$ cat src/rtl/dhcp_client_dbg_pkg.sv
// Shared types and default sizing for the dhcp_client dataflow deadlock supervisor.
package dhcp_client_dbg_pkg;

    localparam int DEF_NPROC  = 5;
    localparam int DEF_CNT_W  = 16;
    localparam int DEF_THRESH = 1024;

    typedef enum logic [2:0] {
        ST_IDLE    = 3'd0,
        ST_WATCH   = 3'd1,
        ST_CONFIRM = 3'd2,
        ST_SCAN    = 3'd3,
        ST_REPORT  = 3'd4,
        ST_HALT    = 3'd5
    } dl_state_t;

endpackage

$ cat src/rtl/dhcp_client_hls_deadlock_sched_if.sv
// Deadlock report channel from the supervisor to the debug/CSR path.
// dl_timestamp exists only when DHCP_DEADLOCK_TRACE_EN is defined.
interface dhcp_client_hls_deadlock_sched_if #(
    parameter int NPROC = 5,
    parameter int IDX_W = $clog2(NPROC)
`ifdef DHCP_DEADLOCK_TRACE_EN
    ,
    parameter int CNT_W = 16
`endif
);

    // A report transfers on a cycle where dl_valid & dl_ready; once raised, dl_valid and the
    // payload hold steady until that transfer (or until clear/disable withdraws the report).
    logic             dl_valid;
    logic             dl_ready;
    logic [IDX_W-1:0] dl_proc_idx;
    logic [NPROC-1:0] dl_block_mask;
`ifdef DHCP_DEADLOCK_TRACE_EN
    logic [CNT_W-1:0] dl_timestamp;

    modport master (output dl_valid, dl_proc_idx, dl_block_mask, dl_timestamp, input dl_ready);
    modport slave  (input dl_valid, dl_proc_idx, dl_block_mask, dl_timestamp, output dl_ready);
`else
    modport master (output dl_valid, dl_proc_idx, dl_block_mask, input dl_ready);
    modport slave  (input dl_valid, dl_proc_idx, dl_block_mask, output dl_ready);
`endif

endinterface

$ cat src/rtl/dhcp_client_dl_rr_scan.sv
// Round-robin scan pointer: loads a start index, then steps one process per cycle with wrap,
// flagging when the captured block mask has the current process set.
module dhcp_client_dl_rr_scan #(
    parameter int NPROC = 5,
    parameter int IDX_W = $clog2(NPROC)
) (
    input  logic             clock,
    input  logic             reset_n,
    input  logic             load,
    input  logic             step,
    input  logic [IDX_W-1:0] load_ptr,
    input  logic [NPROC-1:0] mask,
    output logic [IDX_W-1:0] ptr,
    output logic             found
);

    localparam logic [IDX_W-1:0] LAST_IDX = IDX_W'(NPROC - 1);

    logic [IDX_W-1:0] ptr_q;
    logic [IDX_W-1:0] ptr_d;

    always_comb begin
        ptr_d = ptr_q;
        if (load) begin
            ptr_d = load_ptr;
        end else if (step) begin
            ptr_d = (ptr_q == LAST_IDX) ? '0 : ptr_q + IDX_W'(1);
        end
    end

    always_ff @(posedge clock or negedge reset_n) begin
        if (!reset_n) begin
            ptr_q <= '0;
        end else begin
            ptr_q <= ptr_d;
        end
    end

    assign ptr   = ptr_q;
    assign found = mask[ptr_q];

endmodule

$ cat src/rtl/dhcp_client_hls_deadlock_sched.sv
// Qualifies a persistent all-blocked-or-idle condition across the dataflow processes and reports
// one blocked culprit, chosen round-robin. Optional trace timestamp: DHCP_DEADLOCK_TRACE_EN.
module dhcp_client_hls_deadlock_sched
    import dhcp_client_dbg_pkg::*;
#(
    parameter int NPROC  = DEF_NPROC,
    parameter int CNT_W  = DEF_CNT_W,
    parameter int THRESH = DEF_THRESH,
    parameter int IDX_W  = $clog2(NPROC)
) (
    input  logic                            clock,
    input  logic                            reset_n,
    input  logic                            enable,
    input  logic                            clear,
    input  logic [NPROC-1:0]                proc_block,
    input  logic [NPROC-1:0]                proc_idle,
    output logic                            deadlock,
    dhcp_client_hls_deadlock_sched_if.master dl,
    output dl_state_t                       dbg_state,
    output logic [IDX_W-1:0]                dbg_rr_ptr
);

    localparam logic [CNT_W-1:0] THRESH_M1 = CNT_W'(THRESH - 1);
    localparam logic [IDX_W-1:0] LAST_IDX  = IDX_W'(NPROC - 1);

    dl_state_t        state_q, state_d;
    logic [CNT_W-1:0] cnt_q, cnt_d;
    logic             deadlock_q, deadlock_d;
    logic             valid_q, valid_d;
    logic [IDX_W-1:0] idx_q, idx_d;
    logic [NPROC-1:0] mask_q, mask_d;
    logic [IDX_W-1:0] rr_q, rr_d;

    logic             cond;
    logic             confirm;
    logic             scan_step;
    logic [IDX_W-1:0] scan_ptr;
    logic             scan_found;

    assign cond = (&(proc_block | proc_idle)) & (|proc_block);

    dhcp_client_dl_rr_scan #(
        .NPROC (NPROC),
        .IDX_W (IDX_W)
    ) u_scan (
        .clock    (clock),
        .reset_n  (reset_n),
        .load     (confirm),
        .step     (scan_step),
        .load_ptr (rr_q),
        .mask     (mask_q),
        .ptr      (scan_ptr),
        .found    (scan_found)
    );

    always_comb begin
        state_d    = state_q;
        cnt_d      = cnt_q;
        deadlock_d = deadlock_q;
        valid_d    = valid_q;
        idx_d      = idx_q;
        mask_d     = mask_q;
        rr_d       = rr_q;
        confirm    = 1'b0;
        scan_step  = 1'b0;

        if (!enable) begin
            state_d    = ST_IDLE;
            cnt_d      = '0;
            deadlock_d = 1'b0;
            valid_d    = 1'b0;
        end else if (clear && (state_q != ST_IDLE)) begin
            // clear beats a same-cycle dl_ready, so rr_q is deliberately left alone here
            state_d    = ST_WATCH;
            cnt_d      = '0;
            deadlock_d = 1'b0;
            valid_d    = 1'b0;
        end else begin
            case (state_q)
                ST_IDLE: begin
                    state_d = ST_WATCH;
                end
                ST_WATCH: begin
                    cnt_d = '0;
                    if (cond) begin
                        if (THRESH == 1) begin
                            confirm = 1'b1;
                        end else begin
                            state_d = ST_CONFIRM;
                            cnt_d   = CNT_W'(1);
                        end
                    end
                end
                ST_CONFIRM: begin
                    if (!cond) begin
                        state_d = ST_WATCH;
                        cnt_d   = '0;
                    end else if (cnt_q == THRESH_M1) begin
                        confirm = 1'b1;
                    end else if (cnt_q != '1) begin
                        cnt_d = cnt_q + CNT_W'(1);
                    end
                end
                ST_SCAN: begin
                    if (scan_found) begin
                        idx_d   = scan_ptr;
                        valid_d = 1'b1;
                        state_d = ST_REPORT;
                    end else begin
                        scan_step = 1'b1;
                    end
                end
                ST_REPORT: begin
                    if (dl.dl_ready) begin
                        valid_d = 1'b0;
                        rr_d    = (idx_q == LAST_IDX) ? '0 : idx_q + IDX_W'(1);
                        state_d = ST_HALT;
                    end
                end
                ST_HALT: begin
                    state_d = ST_HALT;
                end
                default: begin
                    state_d = ST_IDLE;
                end
            endcase

            if (confirm) begin
                state_d    = ST_SCAN;
                cnt_d      = '0;
                deadlock_d = 1'b1;
                mask_d     = proc_block;
            end
        end
    end

    always_ff @(posedge clock or negedge reset_n) begin
        if (!reset_n) begin
            state_q    <= ST_IDLE;
            cnt_q      <= '0;
            deadlock_q <= 1'b0;
            valid_q    <= 1'b0;
            idx_q      <= '0;
            mask_q     <= '0;
            rr_q       <= '0;
        end else begin
            state_q    <= state_d;
            cnt_q      <= cnt_d;
            deadlock_q <= deadlock_d;
            valid_q    <= valid_d;
            idx_q      <= idx_d;
            mask_q     <= mask_d;
            rr_q       <= rr_d;
        end
    end

`ifdef DHCP_DEADLOCK_TRACE_EN
    logic [CNT_W-1:0] cyc_q, cyc_d;
    logic [CNT_W-1:0] ts_q, ts_d;

    always_comb begin
        cyc_d = cyc_q + CNT_W'(1);
        ts_d  = confirm ? cyc_q : ts_q;
    end

    always_ff @(posedge clock or negedge reset_n) begin
        if (!reset_n) begin
            cyc_q <= '0;
            ts_q  <= '0;
        end else begin
            cyc_q <= cyc_d;
            ts_q  <= ts_d;
        end
    end

    assign dl.dl_timestamp = ts_q;
`endif

    assign deadlock         = deadlock_q;
    assign dl.dl_valid      = valid_q;
    assign dl.dl_proc_idx   = idx_q;
    assign dl.dl_block_mask = mask_q;
    assign dbg_state        = state_q;
    assign dbg_rr_ptr       = rr_q;

endmodule

$ cat src/flat_wrapper.sv
// flat-port wrapper written by rule: the top's interface ports become plain ports
module dhcp_client_hls_deadlock_sched_flat import dhcp_client_dbg_pkg::*;
#(
    parameter int NPROC  = DEF_NPROC,
    parameter int CNT_W  = DEF_CNT_W,
    parameter int THRESH = DEF_THRESH,
    parameter int IDX_W  = $clog2(NPROC)
)
  (clock, reset_n, enable, clear, proc_block, proc_idle, deadlock, dbg_state, dbg_rr_ptr, dl_dl_valid, dl_dl_proc_idx, dl_dl_block_mask, dl_dl_ready);
  dhcp_client_hls_deadlock_sched_if #(.NPROC(NPROC), .IDX_W(IDX_W)) dl_i ();
  input  logic clock;
  input  logic reset_n;
  input  logic enable;
  input  logic clear;
  input  logic [NPROC-1:0] proc_block;
  input  logic [NPROC-1:0] proc_idle;
  output logic deadlock;
  output dl_state_t dbg_state;
  output logic [IDX_W-1:0] dbg_rr_ptr;
  output wire logic [$bits(dl_i.dl_valid)-1:0] dl_dl_valid;
  output wire logic [$bits(dl_i.dl_proc_idx)-1:0] dl_dl_proc_idx;
  output wire logic [$bits(dl_i.dl_block_mask)-1:0] dl_dl_block_mask;
  input wire logic [$bits(dl_i.dl_ready)-1:0] dl_dl_ready;
  assign dl_dl_valid = dl_i.dl_valid;
  assign dl_dl_proc_idx = dl_i.dl_proc_idx;
  assign dl_dl_block_mask = dl_i.dl_block_mask;
  assign dl_i.dl_ready = dl_dl_ready;
  dhcp_client_hls_deadlock_sched #(.NPROC(NPROC), .CNT_W(CNT_W), .THRESH(THRESH), .IDX_W(IDX_W)) u_core (.clock(clock), .reset_n(reset_n), .enable(enable), .clear(clear), .proc_block(proc_block), .proc_idle(proc_idle), .deadlock(deadlock), .dl(dl_i), .dbg_state(dbg_state), .dbg_rr_ptr(dbg_rr_ptr));
endmodule
$ cat config.mk
export PLATFORM = sky130hd
export DESIGN_NAME = dhcp_client_hls_deadlock_sched_flat
export DESIGN_NICKNAME = d
export VERILOG_FILES = /design/src/rtl/dhcp_client_dbg_pkg.sv /design/src/rtl/dhcp_client_hls_deadlock_sched_if.sv /design/src/rtl/dhcp_client_dl_rr_scan.sv /design/src/rtl/dhcp_client_hls_deadlock_sched.sv /design/src/flat_wrapper.sv
export SDC_FILE = /design/constraint.sdc
export NUM_CORES = 1
export LEC_CHECK = 0
export ABC_AREA = 1
export CORE_ASPECT_RATIO = 2
export CORE_MARGIN = 2
export CORE_UTILIZATION = 50
export CTS_BUF_LIST = sky130_fd_sc_hd__clkbuf_2
export CTS_CLUSTER_DIAMETER = 200
export CTS_CLUSTER_SIZE = 12
export DETAILED_ROUTE_END_ITERATION = 10
export HOLD_SLACK_MARGIN = 0.1
export PLACE_DENSITY = 0.86
export SYNTH_ARGS = -nofsm -noshare
export SYNTH_HDL_FRONTEND = slang
export SYNTH_SLANG_ARGS = --single-unit
$ cat constraint.sdc
create_clock -name clock -period 3.22 [get_ports clock]
set_input_delay 0.966 -clock clock [delete_from_list [all_inputs] [get_ports clock]]
set_output_delay 0.966 -clock clock [all_outputs]
set_load 0.005 [all_outputs]
==> results.json <==
{
  "gr-usage-met2_pct": 36.4,
  "whs_ps": 512,
  "grt_max_degree": 36,
  "cts_tree": "done",
  "cap_violations": 0,
  "synth_area_um2": 2320,
  "grt_pass1_vias": 1987,
  "met1_usage_pct": 26.2,
  "min-delay-path-class": "flop to flop",
  "clk_pin_slew_ps": 160,
  "cts_resized": 0,
  "post_drt_via_cell_ratio": 5.28,
  "htree_levels": 2,
  "fin_util_pct": 59.5,
  "synth-seq-area-share_pct": 37.8,
  "die_w_um": 52.1,
  "total_leakage_power_uw": 0.00136,
  "stdcell_area_um2": 2690,
  "synth-edff-count": 0,
  "grt_pass1_wl_um": 8580,
  "dp.cells": 385,
  "crit_family": "buffers and inverters",
  "critical_path_class": "flop to primary output",
  "drt_iter0_drc": 71,
  "rows": 35,
  "cp_max_fo": 9,
  "routedWlPerCell_um": 13.1,
  "status": "finished, final reports clean",
  "tightest_slew_ps": 437,
  "max_freq_ghz": 0.410,
  "area_growth_pct": 15.9,
  "period_share_pct": 75.7,
  "drc": 0,
  "start_kind": "flop",
  "synth_fp_nets": 323,
  "overflow": 0,
  "clock_skew_ps": 13.2,
  "core-area_um2": 4510,
  "post_cts_buffers": 0,
  "rsz0062_at_grt": "no",
  "grt_use_total_pct": 21.2,
  "hold_buffers": 0,
  "cts-buffers-inserted": 5,
  "synth.distinct_cells": 32,
  "numPortBuffers": 30,
  "synthCells": 303,
  "cp_slowest_stage_delay_ps": 570,
  "ir_drop_v": 0.000304,
  "cp_slowest_cell": "clkdlybuf4s50_1",
  "slew_headroom_pct": 70.9,
  "grt.met3_usage_pct": 4.02,
  "detailed_place_hpwl_um": 3830,
  "syn_area_per_cell_um2": 7.65,
  "drtAntennaViolNets": 0,
  "placed_cell_area_um2": 2660,
  "cp_num_buf_inv": 1,
  "instances_no_fill": 391,
  "cp.required_ps": 2250,
  "root_buffer": "clkbuf_2",
  "setup_viol_count_final": 0,
  "diodes": 0,
  "min_period_ps": 2440,
  "slew_viol_final": 0,
  "arrival_ps": 1470,
  "p_per_area_nw_per_um2": 403,
  "drive_gt1_share_pct": 13.4,
  "clockBufferDepth": 2,
  "initial_utilization_pct": 51.4,
  "firstDrtPassIters": 5,
  "nets": 357,
  "clk_latency_ps": 370,
  "async_flop_share_pct": 100,
  "gp_congestion": 0.888,
  "ys_ff_latch": 35,
  "synth_warnings": 0,
  "antenna_found_initial": 0,
  "worstSetupEndpointType": "primary output",
  "design.die.area_um2": 5230,
  "busiest_layer": "met2",
  "vias": 2065,
  "ys.flop_type": "dfrtp_1",
  "ioPinCount": 31,
  "hold_viol": 0,
  "die_h_um": 100,
  "fin_tns_setup_ps": 0,
  "wirelength_um": 5130,
  "crit_chain": "clkdlybuf4s50_1",
  "clkSinkCount": 35
}
-- through the flow --
step	worst slack [ps]	total power, uW
global route	685	1160
CTS	781	1090
floorplan	1250	760
detailed placement	409	901
global placement	539	887
finish	782	1080
-- final cells by class --
cell class / count / area (um2)
clock buffers: 6 / 30.0
fillers: 409 / 1830
inverters: 41 / 161
multi-input cells: 223 / 1240
flip-flops and latches: 35 / 876
well taps: 55 / 68.8
repair buffers: 31 / 308
-- synth_stat cells, drive strengths merged (2+ instances only) --
library cell  number  area share, %
a21oi              6            1.5
buf                4            1.7
dfrtp             35             38
ha                 5            2.7
inv               40            6.6
nand2             92             16
nand3             26            6.6
nand4             10            3.3
nor2              35            7.6
o211ai             2           0.86
o21ai             31            9.1
xnor2              3            1.1
xor2               9            3.4
-- registers in the layout, summed over array words and instances (netlist names) --
| register | cells |
|---|---|
| u_core.cnt_q | 16 |
| u_core.dl.dl_block_mask | 5 |
| u_core.dbg_rr_ptr | 3 |
| u_core.dbg_state | 3 |
| u_core.dl.dl_proc_idx | 3 |
| u_core.u_scan.ptr | 3 |
| u_core.deadlock | 1 |
| u_core.dl.dl_valid | 1 |
-- path summary, 6_finish.rpt --
| path | start | to | slack (ps) | depth (start not counted) |
|---|---|---|---|---|
| max in group asynchronous | reset_n | u_core.u_scan.ptr[2] | 1920 | 2 |
| min in group asynchronous | reset_n | u_core.cnt_q[5] | 970 | 2 |
| setup reg to reg | u_core.cnt_q[0] | u_core.u_scan.ptr[2] | 1350 | 9 |
| setup / recovery | u_core.dbg_state[1] | dbg_state[1] | 780 | 1 |
| hold reg to reg | u_core.dl.dl_valid | u_core.dl.dl_valid | 510 | 2 |
| hold / removal | u_core.dl.dl_valid | u_core.dl.dl_valid | 510 | 2 |
-- layout by cell type (no fill, tap or decap), types with 2 or more instances in the layout --
cell type	count
a21oi_1	5
clkbuf_2	6
clkdlybuf4s50_1	30
dfrtp_1	35
ha_1	5
inv_1	36
inv_2	3
nand2_1	87
nand2_2	2
nand2_4	3
nand3_1	23
nand3_2	2
nand4_1	9
nor2_1	29
nor2_2	2
nor2_4	3
o21ai_0	16
o21ai_2	15
xnor2_1	3
xor2_1	9
-- where the power goes --
part / internal [uW] / switching [uW]
clock: 49.1 / 135
combinational: 153 / 201
sequential: 487 / 57.6
total: 689 / 394
-- worst register-to-register path: stages (launching register included) --
cell,delay (ps)
dfrtp_1,430
ha_1,270
nand3_4,130
nor2_8,200
nand3_2,120
nor2_4,190
nand2_4,160
nand2_1,140
nand3_1,70
o21ai_0,90
-- kinds of logic (layout without fill, tap and decap cells) --
family / Yosys count / count (layout) / synth area share (%)
XOR/XNOR: 12 / 12 / 4.54
AND/OR/NAND/NOR: 166 / 166 / 34.6
adder cells (fa/ha/maj): 5 / 5 / 2.70
buffers and inverters: 45 / 78 / 8.64
AO/OA/AOI/OAI: 40 / 40 / 11.8
flip-flops: 35 / 35 / 37.8
-- layer usage --
layer	part of all wire (%)	vias up	wire (um)
met4	1.3	0	67
met2	51	67	2600
met3	5.3	7	273
met1	43	955	2180
met5	0	-	0
li1	-	1036	-
No activity file was read; power rests on OpenSTA's default activity.
